$ cat src/rtl/gb_cart_pkg.sv
// Shared types and constants for the Game Boy cartridge memory arbiter.
package gb_cart_pkg;

  localparam int CART_ADDR_W = 24;

  // Bit positions of each requester in the pending vector
  localparam int P_CPU = 0;
  localparam int P_SAV = 1;
  localparam int P_LDR = 2;

  typedef enum logic [1:0] {
    ST_IDLE   = 2'd0,
    ST_SETUP  = 2'd1,
    ST_ACCESS = 2'd2,
    ST_HOLD   = 2'd3
  } cart_state_e;

  typedef enum logic [1:0] {
    RID_CPU  = 2'd0,
    RID_SAV  = 2'd1,
    RID_LDR  = 2'd2,
    RID_NONE = 2'd3
  } req_id_e;

endpackage

$ cat src/rtl/gb_cart_arb_pick.sv
// Grant selection: CPU first, then save, then loader, with a starvation
// counter that forces a lower grant after STARVE_LIMIT back-to-back CPU wins.
module gb_cart_arb_pick
  import gb_cart_pkg::*;
#(
  parameter int STARVE_LIMIT = 4
) (
  input  logic       clock,
  input  logic       rst_n,
  input  logic [2:0] pend_i,
  input  logic       grant_i,
  output req_id_e    winner_o
);

  localparam logic [3:0] LIMIT = 4'(STARVE_LIMIT);

  logic [3:0] cnt_q, cnt_d;
  logic       lower_pend;
  logic       starved;

  assign lower_pend = pend_i[P_SAV] | pend_i[P_LDR];
  assign starved    = lower_pend && (cnt_q == LIMIT);

  always_comb begin
    winner_o = RID_NONE;
    if (pend_i[P_CPU] && !starved) winner_o = RID_CPU;
    else if (pend_i[P_SAV])        winner_o = RID_SAV;
    else if (pend_i[P_LDR])        winner_o = RID_LDR;
  end

  // Count only CPU wins that make someone else wait; any other grant resets it
  always_comb begin
    cnt_d = cnt_q;
    if (grant_i) begin
      if (winner_o == RID_CPU && lower_pend) cnt_d = cnt_q + 4'd1;
      else                                   cnt_d = '0;
    end
  end

  always_ff @(posedge clock or negedge rst_n) begin
    if (!rst_n) cnt_q <= '0;
    else        cnt_q <= cnt_d;
  end

endmodule

$ cat src/rtl/gb_cart_mem_arb.sv
// External SRAM/PSRAM arbiter for CPU, loader and (with GB_CART_SAVE_PORT_EN)
// battery-save requesters; one IDLE/SETUP/ACCESS/HOLD transaction at a time.
module gb_cart_mem_arb
  import gb_cart_pkg::*;
#(
  parameter int WAIT_CYCLES  = 2,
  parameter int STARVE_LIMIT = 4
) (
  input  logic                   clock,
  input  logic                   rst_n,
  input  logic                   cpu_req,
  input  logic                   cpu_we,
  input  logic [CART_ADDR_W-1:0] cpu_addr,
  input  logic [7:0]             cpu_wdata,
  output logic [7:0]             cpu_rdata,
  output logic                   cpu_ack,
  input  logic                   ldr_req,
  input  logic                   ldr_we,
  input  logic [CART_ADDR_W-1:0] ldr_addr,
  input  logic [7:0]             ldr_wdata,
  output logic [7:0]             ldr_rdata,
  output logic                   ldr_ack,
`ifdef GB_CART_SAVE_PORT_EN
  input  logic                   sav_req,
  input  logic                   sav_we,
  input  logic [CART_ADDR_W-1:0] sav_addr,
  input  logic [7:0]             sav_wdata,
  output logic [7:0]             sav_rdata,
  output logic                   sav_ack,
`endif
  output logic [CART_ADDR_W-1:0] mem_addr,
  output logic [7:0]             mem_wdata,
  input  logic [7:0]             mem_rdata,
  output logic                   mem_ce_n,
  output logic                   mem_oe_n,
  output logic                   mem_we_n,
  output logic                   busy
);

  localparam logic [3:0] WAIT_LAST = 4'(WAIT_CYCLES - 1);

  cart_state_e            state_q, state_d;
  logic [3:0]             wcnt_q, wcnt_d;
  req_id_e                gnt_q;
  logic [CART_ADDR_W-1:0] addr_q;
  logic                   we_q;
  logic [7:0]             wdata_q;
  logic [7:0]             cpu_rdata_q, ldr_rdata_q;
`ifdef GB_CART_SAVE_PORT_EN
  logic [7:0]             sav_rdata_q;
`endif

  logic [2:0]             pend;
  req_id_e                winner;
  logic                   grant;
  logic                   last_access;
  logic [CART_ADDR_W-1:0] sel_addr;
  logic                   sel_we;
  logic [7:0]             sel_wdata;

`ifdef GB_CART_SAVE_PORT_EN
  assign pend = {ldr_req, sav_req, cpu_req};
`else
  assign pend = {ldr_req, 1'b0, cpu_req};
`endif

  assign grant       = (state_q == ST_IDLE) && (winner != RID_NONE);
  assign last_access = (state_q == ST_ACCESS) && (wcnt_q == WAIT_LAST);

  gb_cart_arb_pick #(
    .STARVE_LIMIT(STARVE_LIMIT)
  ) u_pick (
    .clock   (clock),
    .rst_n   (rst_n),
    .pend_i  (pend),
    .grant_i (grant),
    .winner_o(winner)
  );

  always_comb begin
    sel_addr  = cpu_addr;
    sel_we    = cpu_we;
    sel_wdata = cpu_wdata;
    unique case (winner)
      RID_LDR: begin
        sel_addr  = ldr_addr;
        sel_we    = ldr_we;
        sel_wdata = ldr_wdata;
      end
`ifdef GB_CART_SAVE_PORT_EN
      RID_SAV: begin
        sel_addr  = sav_addr;
        sel_we    = sav_we;
        sel_wdata = sav_wdata;
      end
`endif
      default: ;
    endcase
  end

  // State register
  always_ff @(posedge clock or negedge rst_n) begin
    if (!rst_n) state_q <= ST_IDLE;
    else        state_q <= state_d;
  end

  // Next-state logic
  always_comb begin
    state_d = state_q;
    unique case (state_q)
      ST_IDLE:   if (grant) state_d = ST_SETUP;
      ST_SETUP:  state_d = ST_ACCESS;
      ST_ACCESS: if (last_access) state_d = ST_HOLD;
      ST_HOLD:   state_d = ST_IDLE;
      default:   state_d = ST_IDLE;
    endcase
  end

  always_comb begin
    wcnt_d = wcnt_q;
    if (state_q == ST_SETUP)       wcnt_d = '0;
    else if (state_q == ST_ACCESS) wcnt_d = wcnt_q + 4'd1;
  end

  // Request latch and read-data capture
  always_ff @(posedge clock or negedge rst_n) begin
    if (!rst_n) begin
      wcnt_q      <= '0;
      gnt_q       <= RID_NONE;
      addr_q      <= '0;
      we_q        <= 1'b0;
      wdata_q     <= '0;
      cpu_rdata_q <= '0;
      ldr_rdata_q <= '0;
`ifdef GB_CART_SAVE_PORT_EN
      sav_rdata_q <= '0;
`endif
    end else begin
      wcnt_q <= wcnt_d;
      if (grant) begin
        gnt_q   <= winner;
        addr_q  <= sel_addr;
        we_q    <= sel_we;
        wdata_q <= sel_wdata;
      end
      if (last_access && !we_q) begin
        unique case (gnt_q)
          RID_CPU: cpu_rdata_q <= mem_rdata;
          RID_LDR: ldr_rdata_q <= mem_rdata;
`ifdef GB_CART_SAVE_PORT_EN
          RID_SAV: sav_rdata_q <= mem_rdata;
`endif
          default: ;
        endcase
      end
    end
  end

  // Output decode
  always_comb begin
    mem_ce_n = 1'b1;
    mem_oe_n = 1'b1;
    mem_we_n = 1'b1;
    cpu_ack  = 1'b0;
    ldr_ack  = 1'b0;
`ifdef GB_CART_SAVE_PORT_EN
    sav_ack  = 1'b0;
`endif
    unique case (state_q)
      ST_SETUP: mem_ce_n = 1'b0;
      ST_ACCESS: begin
        mem_ce_n = 1'b0;
        mem_oe_n = we_q;
        mem_we_n = !we_q;
      end
      ST_HOLD: begin
        mem_ce_n = 1'b0;
        cpu_ack  = (gnt_q == RID_CPU);
        ldr_ack  = (gnt_q == RID_LDR);
`ifdef GB_CART_SAVE_PORT_EN
        sav_ack  = (gnt_q == RID_SAV);
`endif
      end
      default: ;
    endcase
  end

  assign mem_addr  = addr_q;
  assign mem_wdata = wdata_q;
  assign busy      = (state_q != ST_IDLE);
  assign cpu_rdata = cpu_rdata_q;
  assign ldr_rdata = ldr_rdata_q;
`ifdef GB_CART_SAVE_PORT_EN
  assign sav_rdata = sav_rdata_q;
`endif

endmodule

$ cat config.mk
export PLATFORM = sky130hd
export DESIGN_NAME = gb_cart_mem_arb
export DESIGN_NICKNAME = d
export VERILOG_FILES = /design/src/rtl/gb_cart_pkg.sv /design/src/rtl/gb_cart_arb_pick.sv /design/src/rtl/gb_cart_mem_arb.sv
export SDC_FILE = /design/constraint.sdc
export NUM_CORES = 1
export LEC_CHECK = 0
export ABC_CLOCK_PERIOD_IN_PS = 3680
export BUFFER_PORTS_ARGS = -buffer_cell sky130_fd_sc_hd__buf_2
export CORE_ASPECT_RATIO = 0.7
export CORE_MARGIN = 8
export CORE_UTILIZATION = 51
export DETAILED_ROUTE_END_ITERATION = 10
export PLACE_DENSITY = 0.85
export SETUP_SLACK_MARGIN = 0.1
export SLEW_MARGIN = 20
export SYNTH_ARGS = -nofsm -noshare
export SYNTH_HDL_FRONTEND = slang
export SYNTH_SLANG_ARGS = --single-unit
$ cat constraint.sdc
create_clock -name clock -period 3.68 [get_ports clock]
set_input_delay 0.552 -clock clock [delete_from_list [all_inputs] [get_ports clock]]
set_output_delay 0.552 -clock clock [all_outputs]
set_load 0.02 [all_outputs]
==> results.cfg, run 1 <==
[run_status]
run_status = complete, no violations

[logic_synthesis]
post_synth_main_area_contributors = sky130_fd_sc_hd__dfrtp_1 49%, sky130_fd_sc_hd__nand2_1 8.8%, sky130_fd_sc_hd__o211ai_1 8.3%
synth_compound_gate_area_share_pct = 11.4
synth_fp_nets = 381
register_bit_total_from_synthesis = 61
synth_top_family_by_area = simple AND/OR/NAND/NOR gates
postSynth.asyncResetShare_pct = 100
yosys.area_share.simple_pct = 21.4
synthesis.area_sq_um = 3000
netlist.top_cell.by_area = sky130_fd_sc_hd__dfrtp_1
yosysSeqAreaShare_pct = 51.0
synth_mux_area_share_pct = 8.47
post-synth-top-area-fraction_pct = 49.2
avgSynthCellArea_sq_um = 10.2
synth_edf_count = 0
yosys.area_share.xor_xnor_pct = 0
ys.flop_type = sky130_fd_sc_hd__dfrtp_1
post_synth_num_cell_types = 36
synthCells = 295
synth_fa_ha_area_share_pct = 3.34
synth.yosys.warnings = 0

[route]
routed-via-count = 2757
drcViolationCount = 0
ant_nets = 0
post_drt_wl_per_cell_microns = 16.9
first_pass_iters = 4
totalWireLength_microns = 8470
vias_per_cell = 5.50
drt_iter0_markers = 151

[power]
powerDensity_nw_per_um2 = 867
power.leakage_uw = 0.00193
maximum_ir_drop_on_the_vdd_rail_mv = 0.386

[placed_design]
pre_cts_ws_ns = 1.43
port_buffers = 131
place.gp.congestion = 0.784
place.detailed.hpwl_microns = 6250

[flow_run]
timing.max_cap.violations = 0

[critical_path]
cell_repeated_most_along_the_worst_path = sky130_fd_sc_hd__buf_4
timing.critical_path.buf_inv = 3
worst-path-max-fanout = 24
crit_required_ns = 3.92
worst_r2r_startpoint = state_q[1]
worstSetupStartpoint = state_q[1]
cp_slowest_cell = sky130_fd_sc_hd__o21a_1
crit_path_end_kind = flop
timing.critical_path.arrival_ns = 2.42
crit_chain = inv_1 > ha_1 > buf_4 > o21a_1 > buf_4 > nand2_1 > o211ai_1
largest_stage_delay_on_the_critical_path_ns = 0.53
critPathTopFamily = compound AO/OA/AOI/OAI gates
timing_worst_setup_path_type = reg -> reg
ff2ff_setup_slack_ns = 1.50
cp-start-kind = flop

[clock_network]
insertion_delay_ns = 0.33
cts_inserted_buffers = 9
ctsResizeCount = 0
cts.htree.levels = 3
path_clk_slew_ns = 0.07
tritoncts = yes
cts-hold-fix-buffers = 0
clock_path_buffers = 2
cell_chosen_for_the_clock_root = sky130_fd_sc_hd__clkbuf_8
post_cts_buffers = 0
clkSinkCount = 61

[sta]
worst_pin_slew_ns = 0.648
timing.clock.skew_ns = 0.00763
fin_crit_ns = 2.18
final_period_util_pct = 59.3
setup_viol = 0
timing.fmax_mhz = 458
rsz0062_at_grt = false
setup_slack_ns = 1.50
tns_ns = 0
report.final.hold_viol_count = 0
final_max_slew_viol_count = 0
timing.slew.headroom_pct = 56.8

[global_routing]
first_global_vias = 2823
grt_antenna_before_repair = 0
grt_remaining_overflow = 0
grt_pass1_wl_microns = 13400
global_route.usage.total_pct = 19.3
largest_net_degree_at_the_start_of_global_routing = 34

[floorplanning]
die_x_microns = 108
initial_utilization_pct = 52.6
io-pin-count = 132
die_height_microns = 80.1
core_area_sq_um = 5700
placementRows = 23
design.die.area_sq_um = 8630

[worst_hold_path]
hp-class = in -> async

[layout]
final_nets = 507
mostFrequentLayoutCell = sky130_fd_sc_hd__buf_2
drive_above_1_share_pct = 42.5
final_cell_mix = 131 x sky130_fd_sc_hd__buf_2, 70 x sky130_fd_sc_hd__nand2_1, 59 x sky130_fd_sc_hd__dfrtp_1
count_of_inserted_antenna_diode_cells = 0
area_growth_syn_to_layout_pct = 30.7
[metal layers]
| metal | GRT usage, % | part of all wire (%) | vias up | routed length [microns] |
|---|---|---|---|---|
| li1 | - | - | 1313 | - |
| met1 | 24.1 | 44 | 1311 | 3740 |
| met2 | 30.6 | 46 | 125 | 3930 |
| met3 | 7.19 | 8.8 | 8 | 747 |
| met4 | 5.93 | 0.71 | 0 | 60 |
| met5 | 0 | 0 | - | 0 |
[layout make-up]
cell class | instances | area, sq um
Fill cell | 460 | 1780
Sequential cell | 61 | 1530
Multi-Input combinational cell | 201 | 1350
Timing Repair Buffer | 139 | 716
Clock buffer | 11 | 141
Tap cell | 75 | 93.8
Clock inverter | 5 | 58.8
Inverter | 9 | 33.8
[synth_stat cells (2+ instances only)]
library cell / count
sky130_fd_sc_hd__o211ai_1: 33
sky130_fd_sc_hd__mux2_4: 8
sky130_fd_sc_hd__mux2_2: 11
sky130_fd_sc_hd__nor2_1: 4
sky130_fd_sc_hd__dfstp_2: 2
sky130_fd_sc_hd__o21a_1: 2
sky130_fd_sc_hd__o21ai_0: 2
sky130_fd_sc_hd__nand2_1: 70
sky130_fd_sc_hd__o22ai_1: 3
sky130_fd_sc_hd__nand4_1: 34
sky130_fd_sc_hd__dfrtp_1: 59
sky130_fd_sc_hd__inv_1: 9
sky130_fd_sc_hd__ha_1: 8
sky130_fd_sc_hd__clkbuf_1: 23
sky130_fd_sc_hd__nand3b_1: 2
sky130_fd_sc_hd__nand3_1: 4
sky130_fd_sc_hd__and3b_1: 2
[flip-flops by register name (all words and copies together), names as in the netlist]
| signal | count |
|---|---|
| cpu_rdata | 8 |
| gnt_q | 2 |
| ldr_rdata | 8 |
| state_q | 2 |
| mem_wdata | 8 |
| we_q | 1 |
| u_pick.cnt_q | 4 |
| mem_addr | 24 |
| wcnt_q | 4 |
[final timing paths]
path,end,depth (start not counted)
setup / recovery,mem_addr[0],7
hold / removal,ldr_rdata[5],1
setup reg to reg,mem_addr[0],7
hold reg to reg,cpu_rdata[1],1
max in group asynchronous,gnt_q[1],2
min in group clock,ldr_rdata[2],2
[power breakdown]
| part | internal [uW] | total (uW) | switching [uW] |
|---|---|---|---|
| clock network | 332 | 590 | 257 |
| registers | 981 | 1180 | 198 |
| logic | 632 | 1630 | 995 |
| total | 1950 | 3400 | 1450 |
[cells by family (layout without fill, tap and decap cells)]
logic type | after synthesis | count (layout)
DFF | 61 | 61
muxes | 20 | 20
buffers and inverters | 33 | 164
adders and majority gates | 8 | 8
AOI/OAI and AO/OA | 47 | 47
and+or+nand+nor | 126 | 126
[through the flow]
stage / util [%] / instances / area, sq um / hold WS, ns / power [uW]
2_1_floorplan: - / 295 / 3000 / 0.256 / 2260
3_3_place_gp: 65.2 / 485 / 3720 / 0.485 / 2760
3_5_place_dp: 65.2 / 485 / 3720 / 0.491 / 2820
4_1_cts: 68.8 / 501 / 3920 / 0.253 / 3430
5_1_grt: 68.8 / 501 / 3920 / 0.268 / 3640
6_report: 68.8 / 501 / 3920 / 0.241 / 3400
Note: power is estimated with default switching activity, not from simulation.
==> inputs of run 2 (changes only) <==
--- a/config.mk
+++ b/config.mk
@@ -5,13 +5,13 @@
 export SDC_FILE = /design/constraint.sdc
 export NUM_CORES = 1
 export LEC_CHECK = 0
-export ABC_CLOCK_PERIOD_IN_PS = 3680
+export ABC_CLOCK_PERIOD_IN_PS = 2200
 export BUFFER_PORTS_ARGS = -buffer_cell sky130_fd_sc_hd__buf_2
 export CORE_ASPECT_RATIO = 0.7
 export CORE_MARGIN = 8
-export CORE_UTILIZATION = 51
+export CORE_UTILIZATION = 47
 export DETAILED_ROUTE_END_ITERATION = 10
-export PLACE_DENSITY = 0.85
+export PLACE_DENSITY = 0.8
 export SETUP_SLACK_MARGIN = 0.1
 export SLEW_MARGIN = 20
 export SYNTH_ARGS = -nofsm -noshare
==> constraint.sdc (replaced) <==
create_clock -name clock -period 2.2 [get_ports clock]
set_input_delay 0.33 -clock clock [delete_from_list [all_inputs] [get_ports clock]]
set_output_delay 0.33 -clock clock [all_outputs]
set_load 0.02 [all_outputs]
==> run 2 against run 1 <==
Sequential power up 69%. Routed wire length up 13%. Fmax up 3.4%. Critical path type unchanged. Largest cell class unchanged. Highest routed layer unchanged. Register-to-register slack worse by 1.4 ns. Power up 71%. Final area up 2.0%.
==> results.cfg, run 2 (synthesis results as in run 1) <==
[run_status]
run_status = complete, no violations

[layout]
final_cell_mix = 131 x sky130_fd_sc_hd__buf_2, 70 x sky130_fd_sc_hd__nand2_1, 58 x sky130_fd_sc_hd__dfrtp_1
fin_util_pct = 64.6
count_of_inserted_antenna_diode_cells = 0
largest_register_ffs = 24
area_growth_syn_to_layout_pct = 33.3
final_nets = 516
mostFrequentLayoutCell = sky130_fd_sc_hd__buf_2
drive_above_1_share_pct = 44.0
fillers = 510

[global_routing]
grt_pass1_wl_microns = 15400
largest_net_degree_at_the_start_of_global_routing = 39
grt_antenna_before_repair = 0
first_global_vias = 3061
grt_remaining_overflow = 0
global_route.usage.total_pct = 20.2

[power]
power.leakage_uw = 0.00197
powerDensity_nw_per_um2 = 1450
maximum_ir_drop_on_the_vdd_rail_mv = 0.610

[clock_network]
tritoncts = yes
cts.htree.levels = 3
clkSinkCount = 61
path_clk_slew_ns = 0.07
clock_path_buffers = 2
cell_chosen_for_the_clock_root = sky130_fd_sc_hd__clkbuf_8
cts_inserted_buffers = 9
insertion_delay_ns = 0.34

[critical_path]
crit_path_end_kind = flop
timing.critical_path.arrival_ns = 2.33
cp-start-kind = flop
crit_required_ns = 2.42
worst-path-max-fanout = 8
timing_worst_setup_path_type = reg -> reg

[worst_hold_path]
hp-class = in -> reg

[floorplanning]
design.die.area_sq_um = 9230
die_x_microns = 111
io-pin-count = 132
placementRows = 24
core_area_sq_um = 6190
initial_utilization_pct = 48.5
die_height_microns = 82.8

[sta]
timing.clock.skew_ns = 0.00767
worst_pin_slew_ns = 0.535
timing.fmax_mhz = 473
final_max_slew_viol_count = 0
tns_ns = 0
fin_crit_ns = 2.11
final_period_util_pct = 96.0
timing.slew.headroom_pct = 64.3
setup_viol = 0
rsz0062_at_grt = false
report.final.hold_viol_count = 0

[placed_design]
place.detailed.hpwl_microns = 6880
place.gp.congestion = 0.789
port_buffers = 131

[flow_run]
timing.max_cap.violations = 0

[route]
vias_per_cell = 5.81
routed-via-count = 2974
first_pass_iters = 4
post_drt_wl_per_cell_microns = 18.7
drcViolationCount = 0
totalWireLength_microns = 9560
ant_nets = 0
drt_iter0_markers = 242
==> run 2: worst max-delay path, cell delays in order, from the launching register on <==
cell	delay, ns
sky130_fd_sc_hd__dfrtp_1	0.43
sky130_fd_sc_hd__inv_2	0.10
sky130_fd_sc_hd__ha_4	0.12
sky130_fd_sc_hd__or3b_4	0.38
sky130_fd_sc_hd__or4b_4	0.64
sky130_fd_sc_hd__mux2_4	0.34
==> run 2: final timing paths <==
| check | cells after the start | slack [ns] | start | end |
|---|---|---|---|---|
| max in group asynchronous | 3 | 1.02 | rst_n | gnt_q[0] |
| hold reg to reg | 1 | 0.50 | cpu_rdata[4] | cpu_rdata[4] |
| min in group asynchronous | 2 | 0.51 | rst_n | ldr_rdata[5] |
| setup reg to reg | 5 | 0.09 | wcnt_q[1] | ldr_rdata[6] |
| setup / recovery | 5 | 0.09 | wcnt_q[1] | ldr_rdata[6] |
| hold / removal | 2 | 0.23 | mem_rdata[0] | ldr_rdata[0] |
==> run 2: metal layers <==
layer / routed length [microns] / track usage (%) / vias to the layer above
met5: 0 / 0 / -
li1: - / - / 1333
met1: 3910 / 24.5 / 1464
met2: 4730 / 32.6 / 154
met4: 191 / 7.36 / 0
met3: 725 / 6.61 / 23
==> run 2: report_power, final <==
part	internal, uW	switching [uW]	leakage [uW]
Combinational	1140	1760	0.00113
Sequential	1640	349	0.000754
Clock	494	410	0.0000926
==> run 2: layout make-up <==
| class | instances | area [sq um] | area share, % |
|---|---|---|---|
| inverters | 9 | 33.8 | 0.845 |
| clock inverters | 1 | 5.00 | 0.125 |
| multi-input cells | 201 | 1360 | 34.0 |
| flip-flops and latches | 61 | 1530 | 38.3 |
| repair buffers | 148 | 798 | 20.0 |
| well taps | 78 | 97.6 | 2.44 |
| clock buffers | 14 | 173 | 4.32 |
==> run 2: through the flow <==
step,hold WS [ns],cell area (sq um),total power (uW),std cells,setup slack (ns)
2_1_floorplan,0.0344,3000,3780,295,0.207
3_3_place_gp,0.337,3770,4710,493,0.174
3_5_place_dp,0.341,3770,4830,493,0.113
4_1_cts,0.225,3960,5770,509,0.110
5_1_grt,0.231,4000,6170,512,0.0655
6_report,0.235,4000,5800,512,0.0878
==> run 2: what timing repair did <==
item                                    in CTS  in global routing
hold buffers                                 1                  0
resized for setup                            0                  4
buffers inserted                             0                  3
endpoints found under the setup margin       0                  8
hold endpoints to repair                    23                  0
